$ cat src/rtl/uart_alu_bridge.sv
// Sequences UART bytes into ALU operands A, B and opcode, then hands the ALU
// result back to the transmitter with a one-cycle start pulse.
module uart_alu_bridge #(
    parameter int length = 8
) (
    input  logic              clk,
    input  logic              reset,
    input  logic [length-1:0] rx_data,
    input  logic              rx_done,
    input  logic [length-1:0] alu_result,
    input  logic              tx_done,
    output logic [length-1:0] busA,
    output logic [length-1:0] busB,
    output logic [5:0]        op,
    output logic [length-1:0] tx_data,
    output logic              tx_start,
    output logic              busy
);

    typedef enum logic [2:0] {
        GET_A   = 3'd0,
        GET_B   = 3'd1,
        GET_OP  = 3'd2,
        COMPUTE = 3'd3,
        WAIT_TX = 3'd4
    } state_t;

    state_t state;
    state_t state_next;

    always_ff @(posedge clk) begin
        if (reset) begin
            state <= GET_A;
        end else begin
            state <= state_next;
        end
    end

    always_comb begin
        // NOTE: default first, so no branch leaves state_next unassigned and no latch is inferred.
        state_next = state;
        case (state)
            GET_A:   if (rx_done) state_next = GET_B;
            GET_B:   if (rx_done) state_next = GET_OP;
            GET_OP:  if (rx_done) state_next = COMPUTE;
            COMPUTE: state_next = WAIT_TX;
            WAIT_TX: if (tx_done) state_next = GET_A;
            default: state_next = GET_A;
        endcase
    end

    // Operand, opcode and result registers; each loads only in its own state,
    // so bytes arriving while busy are dropped without disturbing them.
    always_ff @(posedge clk) begin
        if (reset) begin
            busA     <= '0;
            busB     <= '0;
            op       <= '0;
            tx_data  <= '0;
            tx_start <= 1'b0;
        end else begin
            // NOTE: non-blocking assignments so every register samples pre-edge values.
            tx_start <= 1'b0;
            case (state)
                GET_A:   if (rx_done) busA <= rx_data;
                GET_B:   if (rx_done) busB <= rx_data;
                GET_OP:  if (rx_done) op <= rx_data[5:0];
                COMPUTE: begin
                    tx_data  <= alu_result;
                    tx_start <= 1'b1;
                end
                default: ;
            endcase
        end
    end

    assign busy = (state == COMPUTE) || (state == WAIT_TX);

endmodule

$ cat config.mk
export PLATFORM = sky130hd
export DESIGN_NAME = uart_alu_bridge
export DESIGN_NICKNAME = d
export VERILOG_FILES = /design/src/rtl/uart_alu_bridge.sv
export SDC_FILE = /design/constraint.sdc
export NUM_CORES = 1
export LEC_CHECK = 0
export BUFFER_PORTS_ARGS = -buffer_cell sky130_fd_sc_hd__buf_2
export CORE_AREA = 4 4 61 63
export DETAILED_ROUTE_END_ITERATION = 10
export DIE_AREA = 0 0 65 67
export PLACE_DENSITY = 0.76
export SLEW_MARGIN = 25
export SYNTH_ARGS = -nofsm -noshare
export SYNTH_HDL_FRONTEND = slang
export SYNTH_SLANG_ARGS = --single-unit
$ cat constraint.sdc
create_clock -name clk -period 1.65 [get_ports clk]
set_input_delay 0.2475 -clock clk [delete_from_list [all_inputs] [get_ports clk]]
set_output_delay 0.2475 -clock clk [all_outputs]
set_load 0.1 [all_outputs]
# Word level (Yosys, flattened, before mapping)
# Cells that the tools add are included.
# totals
ff_bits,34
in_bits,20
output_inout_bits,32
wordCells,26
# classes
eq_ne,8
n_mux,6
n_reduce_logical,6
# op_table
operator,count
3-bit one-hot mux with 5 select lines,1
3-bit 2-to-1 mux,4
2-bit != test (second input constant),4
3-bit by 2-bit == test with 1-bit output (second input constant),2
2-bit AND reduction,3
4-bit AND reduction,1
3-bit by 1-bit == test with 1-bit output (second input constant),1
3-bit == test (second input constant),1
3-bit zero test,1
1-bit logical OR,1
1-bit 2-to-1 mux,1

# Longest topological paths before layout
# depth
depth_word,3
ltp_mapped,4
ltp_nobuf,2

# Least setup slack after synthesis
# OpenSTA, ideal clock, no wires.
# synth_path
path_type,reg2out
from,register state[0]
to,output port busy
t_arrival_ns,2.701
t_required_ns,1.402
slack_ns,-1.298
stages_incl_launch_ff,4
path_buffers,1
path_cell_list,dfxtp_1 > clkbuf_2 > nand2b_1 > o21ai_0
# synth_via
elab_chain_cells,2
elab_cells_between_ends,3
classes_between,eq/ne (2); reduce/logical (1)
# synth_lines
element,line_no,source
"start, declared",28,state_t state;
"start signal, assigned",35,state <= state_next;
3-bit by 2-bit == test with 1-bit output or 3-bit == test (tied branches),77,assign busy = (state == COMPUTE) || (state == WAIT_TX);
1-bit logical OR (*),77,
"end, declared",17,output logic busy
# Mark *: on every way between the ends. The rest lies on a longest branch, timed or not.

# Worst setup path in the final report
# layout_path
from,register state[1]
to,output port busy
# Same word-level chain as after synthesis.

==> flow_summary.html <==
<table>
<tr><th>Metric</th><th>Value</th></tr>
<tr><th colspan="2">Status</th></tr>
<tr><td>Result of the run</td><td>completed</td></tr>
<tr><th colspan="2">Setup path</th></tr>
<tr><td>Category of the worst setup path launch point</td><td>register</td></tr>
<tr><td>Register-to-register setup slack</td><td>370 ps</td></tr>
<tr><td>Kind of critical path</td><td>register to output pin</td></tr>
<tr><td>R2R cell count</td><td>2</td></tr>
<tr><td>Crit path largest cell delay</td><td>470 ps</td></tr>
<tr><td>Crit-path leading delay family</td><td>flip-flops</td></tr>
<tr><td>Cell-by-cell listing of the critical path</td><td>nand3b_1 -&gt; o21ai_4 -&gt; buf_12</td></tr>
<tr><td>Crit Reg-Reg Startpoint</td><td>state[1]</td></tr>
<tr><td>Worst path arrival time</td><td>1280 ps</td></tr>
<tr><td>Slowest library cell on the worst path</td><td>sky130_fd_sc_hd__dfxtp_2</td></tr>
<tr><td>Count of buffering cells on the critical path with inverters included</td><td>1</td></tr>
<tr><td>Critical path fanouts, max</td><td>12</td></tr>
<tr><td>Destination of the worst register-to-register timing path</td><td>tx_data[0]</td></tr>
<tr><td>Required time at the worst-slack endpoint</td><td>1400 ps</td></tr>
<tr><td>Endpoint kind of the worst setup timing path</td><td>output pin</td></tr>
<tr><th colspan="2">Global routing</th></tr>
<tr><td>Antenna violations before repair</td><td>0</td></tr>
<tr><td>Vias in the first global route</td><td>1035</td></tr>
<tr><td>Largest net degree at the start of global routing</td><td>51</td></tr>
<tr><td>Wire length of the first global-routing pass</td><td>4491 µm</td></tr>
<tr><td>Total global routing overflow</td><td>0</td></tr>
<tr><td>GRT Util Overall</td><td>13.90%</td></tr>
<tr><th colspan="2">Drt</th></tr>
<tr><td>Routed length per placed instance</td><td>12.39 µm</td></tr>
<tr><td>First-pass iteration count of the detailed router</td><td>4</td></tr>
<tr><td>Number of vias after detailed routing</td><td>1083</td></tr>
<tr><td>Vias/cell</td><td>4.668</td></tr>
<tr><td>Iteration-0 DRC count of the detailed router</td><td>19</td></tr>
<tr><td>Wire length reported by the detailed router</td><td>2874 µm</td></tr>
<tr><td>Count of unresolved DRC violations after routing</td><td>0</td></tr>
<tr><td>Antenna-violating nets left</td><td>0</td></tr>
<tr><th colspan="2">Yosys</th></tr>
<tr><td>Largest cells by area after synthesis</td><td>sky130_fd_sc_hd__dfxtp_1 (46%), sky130_fd_sc_hd__nand2b_1 (21%), sky130_fd_sc_hd__mux2i_1 (20%)</td></tr>
<tr><td>Number of distinct library cells after synthesis</td><td>19</td></tr>
<tr><td>EDFF count, synth</td><td>0</td></tr>
<tr><td>Share of flip-flops with an asynchronous set or reset</td><td>0%</td></tr>
<tr><td>Commonest cells post-synth</td><td>sky130_fd_sc_hd__nand2b_1 (49), sky130_fd_sc_hd__dfxtp_1 (34), sky130_fd_sc_hd__mux2i_1 (30), sky130_fd_sc_hd__clkbuf_1 (7)</td></tr>
<tr><td>Average instance area after synthesis</td><td>10.62 µm²</td></tr>
<tr><td>Yosys reg bits</td><td>34</td></tr>
<tr><td>Share of synthesized area occupied by flip-flops and latches</td><td>45.79%</td></tr>
<tr><td>Instance count of the mapped netlist</td><td>140</td></tr>
<tr><td>Library cell with the largest summed area after synthesis</td><td>sky130_fd_sc_hd__dfxtp_1</td></tr>
<tr><td>Area share of the leading cell type in the synthesized netlist</td><td>45.79%</td></tr>
<tr><td>Most repeated cell in the gate-level netlist after synthesis</td><td>sky130_fd_sc_hd__nand2b_1</td></tr>
<tr><td>Ys Warns</td><td>0</td></tr>
<tr><td>Netlist Area Pre-Place</td><td>0.001486 mm²</td></tr>
<tr><td>Net count of the mapped netlist</td><td>160</td></tr>
<tr><td>Most used flip-flop cell after synthesis</td><td>sky130_fd_sc_hd__dfxtp_1</td></tr>
<tr><th colspan="2">Min path</th></tr>
<tr><td>Worst hold path type</td><td>primary input to register</td></tr>
<tr><td>Endpoint of the worst hold path</td><td>tx_data[6]</td></tr>
<tr><td>Worst hold path stage count</td><td>3</td></tr>
<tr><td>Hold path start</td><td>alu_result[6]</td></tr>
<tr><th colspan="2">CTS</th></tr>
<tr><td>Max Root-Sink Buffers</td><td>2</td></tr>
<tr><td>CTS clk-pin slew, worst paths</td><td>90 ps</td></tr>
<tr><td>Clk Latency, worst-skew pair</td><td>320 ps</td></tr>
<tr><td>Number of buffers inserted during clock tree synthesis</td><td>5</td></tr>
<tr><td>Clock root cell</td><td>sky130_fd_sc_hd__clkbuf_4</td></tr>
<tr><td>Clock sink count</td><td>34</td></tr>
<tr><td>Clock tree from TritonCTS</td><td>done</td></tr>
<tr><td>Clock H-tree levels</td><td>2</td></tr>
<tr><th colspan="2">Placement</th></tr>
<tr><td>Number of port buffers</td><td>51</td></tr>
<tr><td>RePlAce Congestion</td><td>0.7353</td></tr>
<tr><td>Post-detailed-placement half-perimeter wirelength</td><td>2124 µm</td></tr>
<tr><th colspan="2">Cells and area</th></tr>
<tr><td>Final net count</td><td>207</td></tr>
<tr><td>Ant. Diodes</td><td>0</td></tr>
<tr><td>Number of fill cells</td><td>294</td></tr>
<tr><td>Layout cells sized above 1</td><td>34.95%</td></tr>
<tr><td>Util after Layout</td><td>56.45%</td></tr>
<tr><td>Area growth from synthesis to final layout</td><td>22.73%</td></tr>
<tr><th colspan="2">Run</th></tr>
<tr><td>Max-cap violation count</td><td>0</td></tr>
<tr><th colspan="2">Die</th></tr>
<tr><td>Die ar.</td><td>0.004355 mm²</td></tr>
<tr><td>Die outline width</td><td>65 µm</td></tr>
<tr><td>Die Y-Extent</td><td>67 µm</td></tr>
<tr><td>Number of core rows</td><td>21</td></tr>
<tr><td>Number of primary I/O pins</td><td>52</td></tr>
<tr><td>Core outline area</td><td>0.003232 mm²</td></tr>
<tr><td>Initial Util</td><td>45.99%</td></tr>
<tr><th colspan="2">Pwr</th></tr>
<tr><td>PwrDens</td><td>922.2 mW/mm²</td></tr>
<tr><td>Overall power consumption</td><td>0.001682 W</td></tr>
<tr><td>LEAKAGE</td><td>0.8525 nW</td></tr>
<tr><td>Worst IR drop on VDD</td><td>520.8 µV</td></tr>
<tr><th colspan="2">STA</th></tr>
<tr><td>Setup TNS</td><td>0 ps</td></tr>
<tr><td>Worst slew slack as a fraction of its limit</td><td>60.51%</td></tr>
<tr><td>Setup-violating endpoint count in the final report</td><td>0</td></tr>
<tr><td>Slew at the pin closest to its max-slew limit</td><td>592.4 ps</td></tr>
<tr><td>Final count of pins violating max slew</td><td>0</td></tr>
<tr><td>Fin crit share</td><td>92.65%</td></tr>
<tr><td>Final Skew</td><td>5.010 ps</td></tr>
<tr><td>Unrepaired setup endpoints after global routing</td><td>no</td></tr>
<tr><td>Count of final hold-check violations</td><td>0</td></tr>
<tr><td>Time the worst path needs with I/O delays and setup</td><td>1529 ps</td></tr>
<tr><td>Fmax</td><td>0.6542 GHz</td></tr>
</table>
==> layer usage <==
| layer | track usage [%] | part of all wire [%] | up-vias |
|---|---|---|---|
| met5 | 0 | 0 | - |
| met4 | 5.541 | 1.0 | 0 |
| met3 | 6.239 | 6.5 | 4 |
| met2 | 23.24 | 48 | 27 |
| met1 | 15.33 | 44 | 496 |
| li1 | - | - | 556 |
==> logic make-up after synthesis <==
| group | Yosys count | synth area share, % |
|---|---|---|
| buf+inv | 12 | 4.293 |
| mux | 30 | 20.20 |
| simple gates | 60 | 28.03 |
| compound gates | 4 | 1.683 |
| flops | 34 | 45.79 |
==> through the flow <==
step	area (µm²)	setup slack, ps	hold WS (ps)	instances
global placement	1769	342.2	457.0	226
floorplan	1498	220.7	402.8	140
finish	1824	121.3	172.7	232
detailed placement	1769	239.3	463.9	226
global route	1824	20.67	169.8	232
CTS	1823	45.00	161.8	232
==> state kept, by name, summed over array words and instances (netlist names) <==
name and cells:
op 6, busB 8, busA 8, tx_start 1, tx_data 8, state 3
==> worst reg2reg max path: stages (launching register included) <==
cell and delay [ps]:
sky130_fd_sc_hd__dfxtp_2 470, sky130_fd_sc_hd__and3b_1 510, sky130_fd_sc_hd__mux2i_1 240
==> what timing repair did <==
item	4_1_cts	5_1_grt
hold buffers	0	0
endpoints found under the setup margin	1	1
setup buffers	0	0
cloned	0	0
pin swaps	0	0
resized for setup	2	1
==> placed cells by master, fill, tap and decap left out, types with 2 or more instances in the layout <==
master / n
sky130_fd_sc_hd__dfxtp_2: 3
sky130_fd_sc_hd__buf_2: 50
sky130_fd_sc_hd__nand4bb_1: 2
sky130_fd_sc_hd__a211oi_1: 2
sky130_fd_sc_hd__mux2i_1: 30
sky130_fd_sc_hd__nand2b_1: 49
sky130_fd_sc_hd__clkbuf_4: 5
sky130_fd_sc_hd__dfxtp_1: 31
sky130_fd_sc_hd__nand3b_1: 2
==> worst max-delay path by stage <==
stage                 endpoint  slack [ps]  startpoint  cells past startpoint
floorplan                 busy         220    state[0]                      3
global placement    tx_data[7]         340    state[1]                      2
detailed placement  tx_data[0]         240    state[1]                      2
CTS                       busy          40    state[2]                      3
global route              busy          20    state[1]                      3
finish                    busy         120    state[1]                      3
==> power breakdown <==
| part | internal, W | leakage [nW] | total (W) | switching [W] |
|---|---|---|---|---|
| Sequential | 0.000852 | 0.277 | 0.000876 | 0.0000240 |
| Combinational | 0.0000983 | 0.545 | 0.000373 | 0.000275 |
| Clock | 0.000192 | 0.0302 | 0.000433 | 0.000241 |
| Total | 0.00114 | 0.852 | 0.00168 | 0.000540 |
==> area by class of cell <==
| class | instances | area, µm² | share of cell area (%) |
|---|---|---|---|
| multi-input cells | 94 | 753.2 | 41.29 |
| repair buffers | 52 | 277.8 | 15.23 |
| flip-flops and latches | 34 | 684.4 | 37.52 |
| well taps | 46 | 57.56 | 3.155 |
| clock buffers | 6 | 51.30 | 2.812 |
Note: power is estimated with default switching activity, not from simulation.
